===== src/rtl/pcm_frame_feeder_if.sv =====
// Mixer-to-feeder sample handshake: one signed 16-bit left/right pair per
// accepted transfer (in_valid && in_ready).
interface pcm_frame_feeder_if;
    logic signed [15:0] in_left;
    logic signed [15:0] in_right;
    logic               in_valid;
    logic               in_ready;

    modport master (
        output in_left,
        output in_right,
        output in_valid,
        input  in_ready
    );

    modport slave (
        input  in_left,
        input  in_right,
        input  in_valid,
        output in_ready
    );
endinterface


===== src/rtl/pcm_frame_feeder.sv =====
// pcm_frame_feeder: sample-pair FIFO plus frame-aligned feeder for the stereo
// PCM serializer. One pair is popped at frame_cnt == 30 so the serializer's
// frame-boundary load (count 31) captures a value that is stable for the
// whole frame. Underruns are counted (saturating) and flagged (sticky).
// Optional build macro PCM_FEEDER_HOLD_LAST_EN: on underrun, keep presenting
// the previous valid pair instead of forcing silence.
module pcm_frame_feeder #(
    parameter int DEPTH = 8,
    parameter int LVL_W = $clog2(DEPTH) + 1
) (
    input  logic                bit_clock_in,
    input  logic                rst_active_high,
    pcm_frame_feeder_if.slave   in_if,
    input  logic                stream_en,
    input  logic                underrun_clear,
    output logic signed [15:0]  pcm_data_left,
    output logic signed [15:0]  pcm_data_right,
    output logic                pcm_data_valid,
    output logic [LVL_W-1:0]    fifo_level,
    output logic [15:0]         underrun_count,
    output logic                underrun_flag
);
    localparam int         PTR_W    = $clog2(DEPTH);
    localparam logic [4:0] TICK_CNT = 5'd30;

    // Saturating increment for the underrun event counter.
    function automatic logic [15:0] sat_inc16(input logic [15:0] v);
        return (v == 16'hFFFF) ? v : v + 16'd1;
    endfunction

    logic [31:0]        mem_q [DEPTH];
    logic [PTR_W-1:0]   wr_ptr_q, wr_ptr_d;
    logic [PTR_W-1:0]   rd_ptr_q, rd_ptr_d;
    logic [LVL_W-1:0]   level_q, level_d;
    logic [4:0]         frame_cnt_q, frame_cnt_d;
    logic signed [15:0] left_q, left_d;
    logic signed [15:0] right_q, right_d;
    logic               valid_q, valid_d;
    logic [15:0]        underrun_count_q, underrun_count_d;
    logic               underrun_flag_q, underrun_flag_d;

    logic        full, empty, push, pop, frame_tick, underrun;
    logic [31:0] head;

    assign full       = (level_q == LVL_W'(DEPTH));
    assign empty      = (level_q == '0);
    assign frame_tick = (frame_cnt_q == TICK_CNT);
    assign push       = in_if.in_valid && in_if.in_ready;
    assign pop        = frame_tick && stream_en && !empty;
    assign underrun   = frame_tick && stream_en && empty;
    assign head       = mem_q[rd_ptr_q];

    // Ready is held low during reset and otherwise only reflects stored occupancy.
    assign in_if.in_ready = !full && !rst_active_high;

    assign pcm_data_left  = left_q;
    assign pcm_data_right = right_q;
    assign pcm_data_valid = valid_q;
    assign fifo_level     = level_q;
    assign underrun_count = underrun_count_q;
    assign underrun_flag  = underrun_flag_q;

    // Next-state for pointers, occupancy, frame counter, output pair and underrun status.
    always_comb begin
        wr_ptr_d         = push ? wr_ptr_q + PTR_W'(1) : wr_ptr_q;
        rd_ptr_d         = pop  ? rd_ptr_q + PTR_W'(1) : rd_ptr_q;
        frame_cnt_d      = frame_cnt_q + 5'd1;
        level_d          = level_q;
        left_d           = left_q;
        right_d          = right_q;
        valid_d          = valid_q;
        underrun_count_d = underrun_count_q;
        underrun_flag_d  = underrun_flag_q;

        case ({push, pop})
            2'b10:   level_d = level_q + LVL_W'(1);
            2'b01:   level_d = level_q - LVL_W'(1);
            default: level_d = level_q;
        endcase

        if (frame_tick) begin
            if (!stream_en) begin
                left_d  = '0;
                right_d = '0;
                valid_d = 1'b0;
            end else if (!empty) begin
                left_d  = head[31:16];
                right_d = head[15:0];
                valid_d = 1'b1;
            end else begin
`ifdef PCM_FEEDER_HOLD_LAST_EN
                // Keep the last real pair; silence only if nothing valid was shown.
                if (!valid_q) begin
                    left_d  = '0;
                    right_d = '0;
                end
`else
                left_d  = '0;
                right_d = '0;
                valid_d = 1'b0;
`endif
            end
        end

        // A clear on the same edge as an underrun takes priority.
        if (underrun_clear) begin
            underrun_count_d = '0;
            underrun_flag_d  = 1'b0;
        end else if (underrun) begin
            underrun_count_d = sat_inc16(underrun_count_q);
            underrun_flag_d  = 1'b1;
        end
    end

    // Control and output state registers, asynchronously cleared.
    always_ff @(posedge bit_clock_in or posedge rst_active_high) begin
        if (rst_active_high) begin
            wr_ptr_q         <= '0;
            rd_ptr_q         <= '0;
            level_q          <= '0;
            frame_cnt_q      <= '0;
            left_q           <= '0;
            right_q          <= '0;
            valid_q          <= 1'b0;
            underrun_count_q <= '0;
            underrun_flag_q  <= 1'b0;
        end else begin
            wr_ptr_q         <= wr_ptr_d;
            rd_ptr_q         <= rd_ptr_d;
            level_q          <= level_d;
            frame_cnt_q      <= frame_cnt_d;
            left_q           <= left_d;
            right_q          <= right_d;
            valid_q          <= valid_d;
            underrun_count_q <= underrun_count_d;
            underrun_flag_q  <= underrun_flag_d;
        end
    end

    // Sample storage; contents are meaningless after reset since the pointers restart.
    always_ff @(posedge bit_clock_in) begin
        if (push) begin
            mem_q[wr_ptr_q] <= {in_if.in_left, in_if.in_right};
        end
    end
endmodule


===== src/flat_wrapper.sv =====
// flat-port wrapper written by rule: the top's interface ports become plain ports
module pcm_frame_feeder_flat 
#(
    parameter int DEPTH = 8,
    parameter int LVL_W = $clog2(DEPTH) + 1
)
  (bit_clock_in, rst_active_high, stream_en, underrun_clear, pcm_data_left, pcm_data_right, pcm_data_valid, fifo_level, underrun_count, underrun_flag, in_if_in_left, in_if_in_right, in_if_in_valid, in_if_in_ready);
  pcm_frame_feeder_if in_if_i ();
  input  logic bit_clock_in;
  input  logic rst_active_high;
  input  logic stream_en;
  input  logic underrun_clear;
  output logic signed [15:0] pcm_data_left;
  output logic signed [15:0] pcm_data_right;
  output logic pcm_data_valid;
  output logic [LVL_W-1:0] fifo_level;
  output logic [15:0] underrun_count;
  output logic underrun_flag;
  input wire logic [$bits(in_if_i.in_left)-1:0] in_if_in_left;
  input wire logic [$bits(in_if_i.in_right)-1:0] in_if_in_right;
  input wire logic [$bits(in_if_i.in_valid)-1:0] in_if_in_valid;
  output wire logic [$bits(in_if_i.in_ready)-1:0] in_if_in_ready;
  assign in_if_i.in_left = in_if_in_left;
  assign in_if_i.in_right = in_if_in_right;
  assign in_if_i.in_valid = in_if_in_valid;
  assign in_if_in_ready = in_if_i.in_ready;
  pcm_frame_feeder #(.DEPTH(DEPTH), .LVL_W(LVL_W)) u_core (.bit_clock_in(bit_clock_in), .rst_active_high(rst_active_high), .in_if(in_if_i), .stream_en(stream_en), .underrun_clear(underrun_clear), .pcm_data_left(pcm_data_left), .pcm_data_right(pcm_data_right), .pcm_data_valid(pcm_data_valid), .fifo_level(fifo_level), .underrun_count(underrun_count), .underrun_flag(underrun_flag));
endmodule

===== config.mk =====
export PLATFORM = sky130hd
export DESIGN_NAME = pcm_frame_feeder_flat
export DESIGN_NICKNAME = d
export VERILOG_FILES = /design/src/rtl/pcm_frame_feeder_if.sv /design/src/rtl/pcm_frame_feeder.sv /design/src/flat_wrapper.sv
export SDC_FILE = /design/constraint.sdc
export NUM_CORES = 1
export LEC_CHECK = 0
export CAP_MARGIN = 30
export CORE_UTILIZATION = 30
export CTS_BUF_LIST = sky130_fd_sc_hd__clkbuf_4
export DETAILED_ROUTE_END_ITERATION = 6
export PLACE_DENSITY = 0.43
export SLEW_MARGIN = 40
export SYNTH_ARGS = -nofsm -noshare
export SYNTH_HDL_FRONTEND = slang
export SYNTH_SLANG_ARGS = --single-unit
export TNS_END_PERCENT = 50

===== constraint.sdc =====
create_clock -name bit_clock_in -period 7.3 [get_ports bit_clock_in]
set_input_delay 1.095 -clock bit_clock_in [delete_from_list [all_inputs] [get_ports bit_clock_in]]
set_output_delay 1.095 -clock bit_clock_in [all_outputs]
set_load 0.02 [all_outputs]

### Yosys cells after proc, flatten, opt, wreduce, memory -nomap -nowiden

Memories as Yosys holds them, arrays and structs flattened.
Cells that the tools add are included.

* add/subtract/negate cells: 6
* equality and inequality tests: 6
* mux-type cells: 14
* reduce and logical (&&, ||, !) cells: 12

Operators by type and width (count)
* two-way mux 16 bit: 7
* adder 16 x 1 -> 16 bit, second input constant: 1
* equality test 16 bit, second input constant: 1
* case mux 4 bit (2 select lines): 1
* adder 3 x 1 -> 3 bit, second input constant: 2
* two-way mux 1 bit: 6
* adder 5 x 1 -> 5 bit, second input constant: 1
* equality test 5 bit, second input constant: 1
* logical AND 1 bit: 5
* adder 4 x 1 -> 4 bit, second input constant: 1
* equality test 4 bit, second input constant: 1
* zero test 4 bit: 1
* nonzero test 2 bit: 2
* subtractor 4 x 1 -> 4 bit, second input constant: 1
* zero test 1 bit: 3
* equality test 2 x 1 -> 1 bit, second input constant: 1
* equality test 2 bit, second input constant: 1
* != test 2 bit, second input constant: 1
* AND reduction 2 bit: 1

* output and inout port bits: 55
* bits of input ports: 37
* register bits after elaboration: 65
* bits in writable memories: 256
* memories: 1
* word-level logic and storage cells: 48

Memory list
* u_core.mem_q: depth 8, width 32, rd ports 1, clocked after Yosys merged registers in 0, wr ports 1, RTL line pcm_frame_feeder.sv:31 `logic [31:0] mem_q [DEPTH];`

### Depth between registers and ports, before layout

* word-level depth: 6
* depth in mapped cells: 12
* gate-level depth less buffers: 11

### Worst setup path before layout

Ideal clock, no wire load.

* path type: input to register
* from: input port in_if_in_valid
* to: memory u_core.mem_q[1][0], enable pin
* setup time: 0.461 ns
* setup slack: 2.772 ns
* arrival: 4.067 ns
* path buffers: 0
* stages: 4
* path through: inv_1 > a211oi_1 > nand2_1 > nor3_1

* cells in the longest elaborated chain, start to end: 3

RTL lines
* start, declared: RTL line flat_wrapper.sv:21 `input wire logic [$bits(in_if_i.in_valid)-1:0] in_if_in_valid;`
* logical AND 1 bit: RTL line pcm_frame_feeder.sv:48 `assign push = in_if.in_valid && in_if.in_ready;`
* two-way mux 1 bit: RTL line pcm_frame_feeder.sv:142 `if (push) begin`
* two-way mux 1 bit (not written as such): RTL line pcm_frame_feeder.sv:143 `mem_q[wr_ptr_q] <= {in_if.in_left, in_if.in_right};`
* end, declared: RTL line pcm_frame_feeder.sv:31

Every way passes these cells.

### Worst setup path in the final report

* from: input port rst_active_high
* to: output port in_if_in_ready

* cells in the longest elaborated chain, start to end: 2

RTL lines
* start, declared: RTL line flat_wrapper.sv:10 `input logic rst_active_high;`
* zero test 1 bit: RTL line pcm_frame_feeder.sv:54 `assign in_if.in_ready = !full && !rst_active_high;`
* logical AND 1 bit: RTL line pcm_frame_feeder.sv:54
* end, declared: RTL line flat_wrapper.sv:22 `output wire logic [$bits(in_if_i.in_ready)-1:0] in_if_in_ready;`

Every way passes these cells.

==> impl_metrics.tcl <==
set metrics [dict create \
    timing.slew.headroom 0.5271 \
    num_vias 6664 \
    cts_root_buf "clkbuf_4" \
    dp_hpwl_um 17040 \
    htree_levels 3 \
    gp_congestion 0.7542 \
    cts_tree "built" \
    rr_startpoint "u_core.fifo_level[0]" \
    power.density_nw_per_um2 284.9 \
    areaGrowthSynthToFinish_pct 24.02 \
    yosysMostFrequentCell "edfxtp_1" \
    viasPerCell 4.657 \
    ir_worst_vdd_mv 0.09150 \
    synth_top_area_cell "edfxtp_1" \
    die_h_um 205.7 \
    ff2ff_setup_slack_ps 4170 \
    start_util 0.3048 \
    path_buf_inv 2 \
    stdcell_area_um2 15430 \
    fin_util 0.3780 \
    synth_seq_cells 321 \
    grt_start_max_net_pins 66 \
    ys_warn_count 0 \
    synth_seq_area_share 0.7484 \
    synth_nets 704 \
    netlist_area_um2 12440 \
    post_cts_buffers 0 \
    drtAntennaViolNets 0 \
    synth_cell_types 40 \
    finalHoldViolCount 0 \
    nets 876 \
    ys_top_cells_by_count "edfxtp_1 (256), dfrtp_1 (65), mux4_2 (64), nand2_1 (46), o21ai_0 (39)" \
    period_share 0.4708 \
    synth_area_per_cell_um2 18.91 \
    rows 74 \
    startpoint "rst_active_high" \
    cp_common_cell "clkdlybuf4s50_1" \
    setup_viol 0 \
    die_area_um2 42300 \
    gr-total-overflow 0 \
    grt_setup_unrepaired "false" \
    tns_ps 0 \
    core_um2 40830 \
    synth_async_sr_flop_share 0.2025 \
    grt_usage 0.1384 \
    clk_latency_ps 730 \
    crit_chain "clkdlybuf4s50_1, a21oi_1, clkdlybuf4s50_1" \
    cp_slowest_cell "clkdlybuf4s50_1" \
    drt_iter0_drc 263 \
    worstPathArrival_ps 2340 \
    dpl_cell_area_um2 14310 \
    whs_ps 478.3 \
    min-delay-start "u_core.pcm_data_right[10]" \
    layout-drive-gt1-share 0.2751 \
    antenna_found_initial 1 \
    clock-sinks 321 \
    drc 0 \
    syn_inst 658 \
    hp-class "flip-flop to flip-flop" \
    grt_pass1_wl_um 43150 \
    synthFlopType "edfxtp_1" \
    port_buffers 91 \
    max_cap_violations 0 \
    worst_ep_required_time_ps 6200 \
    ys_top_cells_by_area "edfxtp_1 (62%), dfrtp_1 (13%), mux4_2 (12%), mux2i_1 (2.7%), o21ai_0 (1.6%)" \
    holdPathEnd "u_core.pcm_data_right[10]" \
    max_freq_mhz 291.0 \
    cts_buffers 89 \
    crit_type "input pin to output port" \
    cts_hold_buf 0 \
    hold_depth 2 \
    reg2regPathDepth 10 \
    cp_top_family "buffers and inverters" \
    reg2reg_to "u_core.fifo_level[3]" \
    wl_um 27960 \
    end_kind "output port" \
    wl_per_cell_um 19.54 \
    synth_edf_count 256 \
    grt_pass1_vias 7379 \
    post_cts_resize_count 0 \
    maxSlewViolCount 0 \
    max_stage_delay_ps 630 \
    die_w_um 205.7 \
    fin_skew_ps 47.58 \
    ios 92 \
    fillers 3810 \
    worst_slew_pin_slew_ps 707.1 \
    status "complete, no violations" \
    clockBufferDepth 3 \
    p_leak_nw 5.216 \
    path_clk_slew_ps 60 \
    yosysTopAreaCellShare 0.6177 \
    crit_fanout 3 \
    crit_path_start_kind "input pin" \
    period_minus_slack_ps 3437 \
    firstDrtPassIters 4 \
]
## layout by cell type (no fill, tap or decap), types with 2 or more instances in the layout
master / netlist / final
a21oi_1: 14 / 14
and3_1: 2 / 2
and4_1: 3 / 3
buf_16: 0 / 9
buf_4: 0 / 7
buf_6: 1 / 2
clkbuf_4: 0 / 134
clkdlybuf4s50_1: 0 / 91
clkinv_1: 0 / 17
clkinv_2: 0 / 4
dfrtp_1: 65 / 62
dfrtp_4: 0 / 2
edfxtp_1: 256 / 256
ha_1: 8 / 8
inv_1: 12 / 11
inv_2: 0 / 3
mux2_2: 4 / 4
mux2i_1: 34 / 34
mux4_2: 64 / 64
nand2_1: 46 / 46
nand2b_1: 3 / 3
nand3_1: 8 / 8
nand3b_1: 2 / 2
nand4_1: 4 / 4
nor2_1: 15 / 9
nor2_4: 0 / 6
nor2b_1: 3 / 3
nor3_1: 5 / 3
nor3_2: 0 / 2
nor4_1: 3 / 3
o21ai_0: 39 / 39
o31ai_1: 7 / 7
or3_1: 4 / 4
or4_1: 6 / 6
xnor2_1: 7 / 7
xor2_1: 3 / 3
## tightest hold or removal path, stage by stage, from the launching register on
cell and delay, ps:
dfrtp_1 340, nand2_1 50, o21ai_0 60
## kinds of logic after synthesis
group                      Yosys count  share of synthesized area
buffers and inverters               42                    0.01408
adders and majority gates            9                   0.009653
and+or+nand+nor                    109                    0.04534
DFF                                321                     0.7484
muxes                              102                     0.1468
xor gates and xnor gates            10                   0.007038
AOI/OAI and AO/OA                   65                    0.02866
## worst max-delay path by stage
stage          slack [ps]             endpoint  depth (start not counted)
2_1_floorplan        2770   u_core.mem_q[1][0]                          4
3_3_place_gp         3170  u_core.mem_q[5][25]                          5
3_5_place_dp         3360   u_core.mem_q[2][0]                          7
4_1_cts              3880       in_if_in_ready                          3
5_1_grt              3810       in_if_in_ready                          3
6_report             3860       in_if_in_ready                          3
## stage by stage
step	total power [W]	worst slack (ps)	instances
after global routing	0.004632	3807	1431
after detailed placement	0.002889	3361	1271
final	0.004397	3863	1431
after global placement	0.002834	3167	1259
after floorplan	0.002597	2772	658
after CTS	0.004496	3881	1430
## state kept, by name, indices dropped and copies added, names as in the netlist
register,count
u_core.mem_q,256
u_core.pcm_data_left,16
u_core.pcm_data_right,16
u_core.underrun_count,16
u_core.frame_cnt_q,5
u_core.fifo_level,4
u_core.rd_ptr_q,3
u_core.wr_ptr_q,3
u_core.pcm_data_valid,1
u_core.underrun_flag,1
## where the power goes
| group | switching, W | leakage (nW) | internal (W) |
|---|---|---|---|
| registers | 0.0000915 | 3.16 | 0.00214 |
| logic | 0.000306 | 1.39 | 0.000289 |
| clock network | 0.000731 | 0.672 | 0.000837 |
| total | 0.00113 | 5.22 | 0.00327 |
## routing by layer
| metal | share of wire | up-vias | GRT usage |
|---|---|---|---|
| li1 | - | 3030 | - |
| met1 | 0.44 | 3407 | 0.1733 |
| met2 | 0.49 | 159 | 0.2253 |
| met3 | 0.045 | 68 | 0.03833 |
| met4 | 0.026 | 0 | 0.05635 |
| met5 | 0 | - | 0 |
## final cells by class
class                           instances  area [um^2]  share of cell area
Sequential cell                       321         9323              0.6041
Multi-Input combinational cell        295         3015              0.1954
Timing Repair Buffer                  111         1269             0.08221
Clock buffer                          134         1006             0.06518
Tap cell                              532        665.6             0.04313
Clock inverter                         25        106.4            0.006891
Inverter                               12        46.29            0.003000
Antenna cell                            1        2.502           0.0001621
Power figures use the tool's default switching activity.
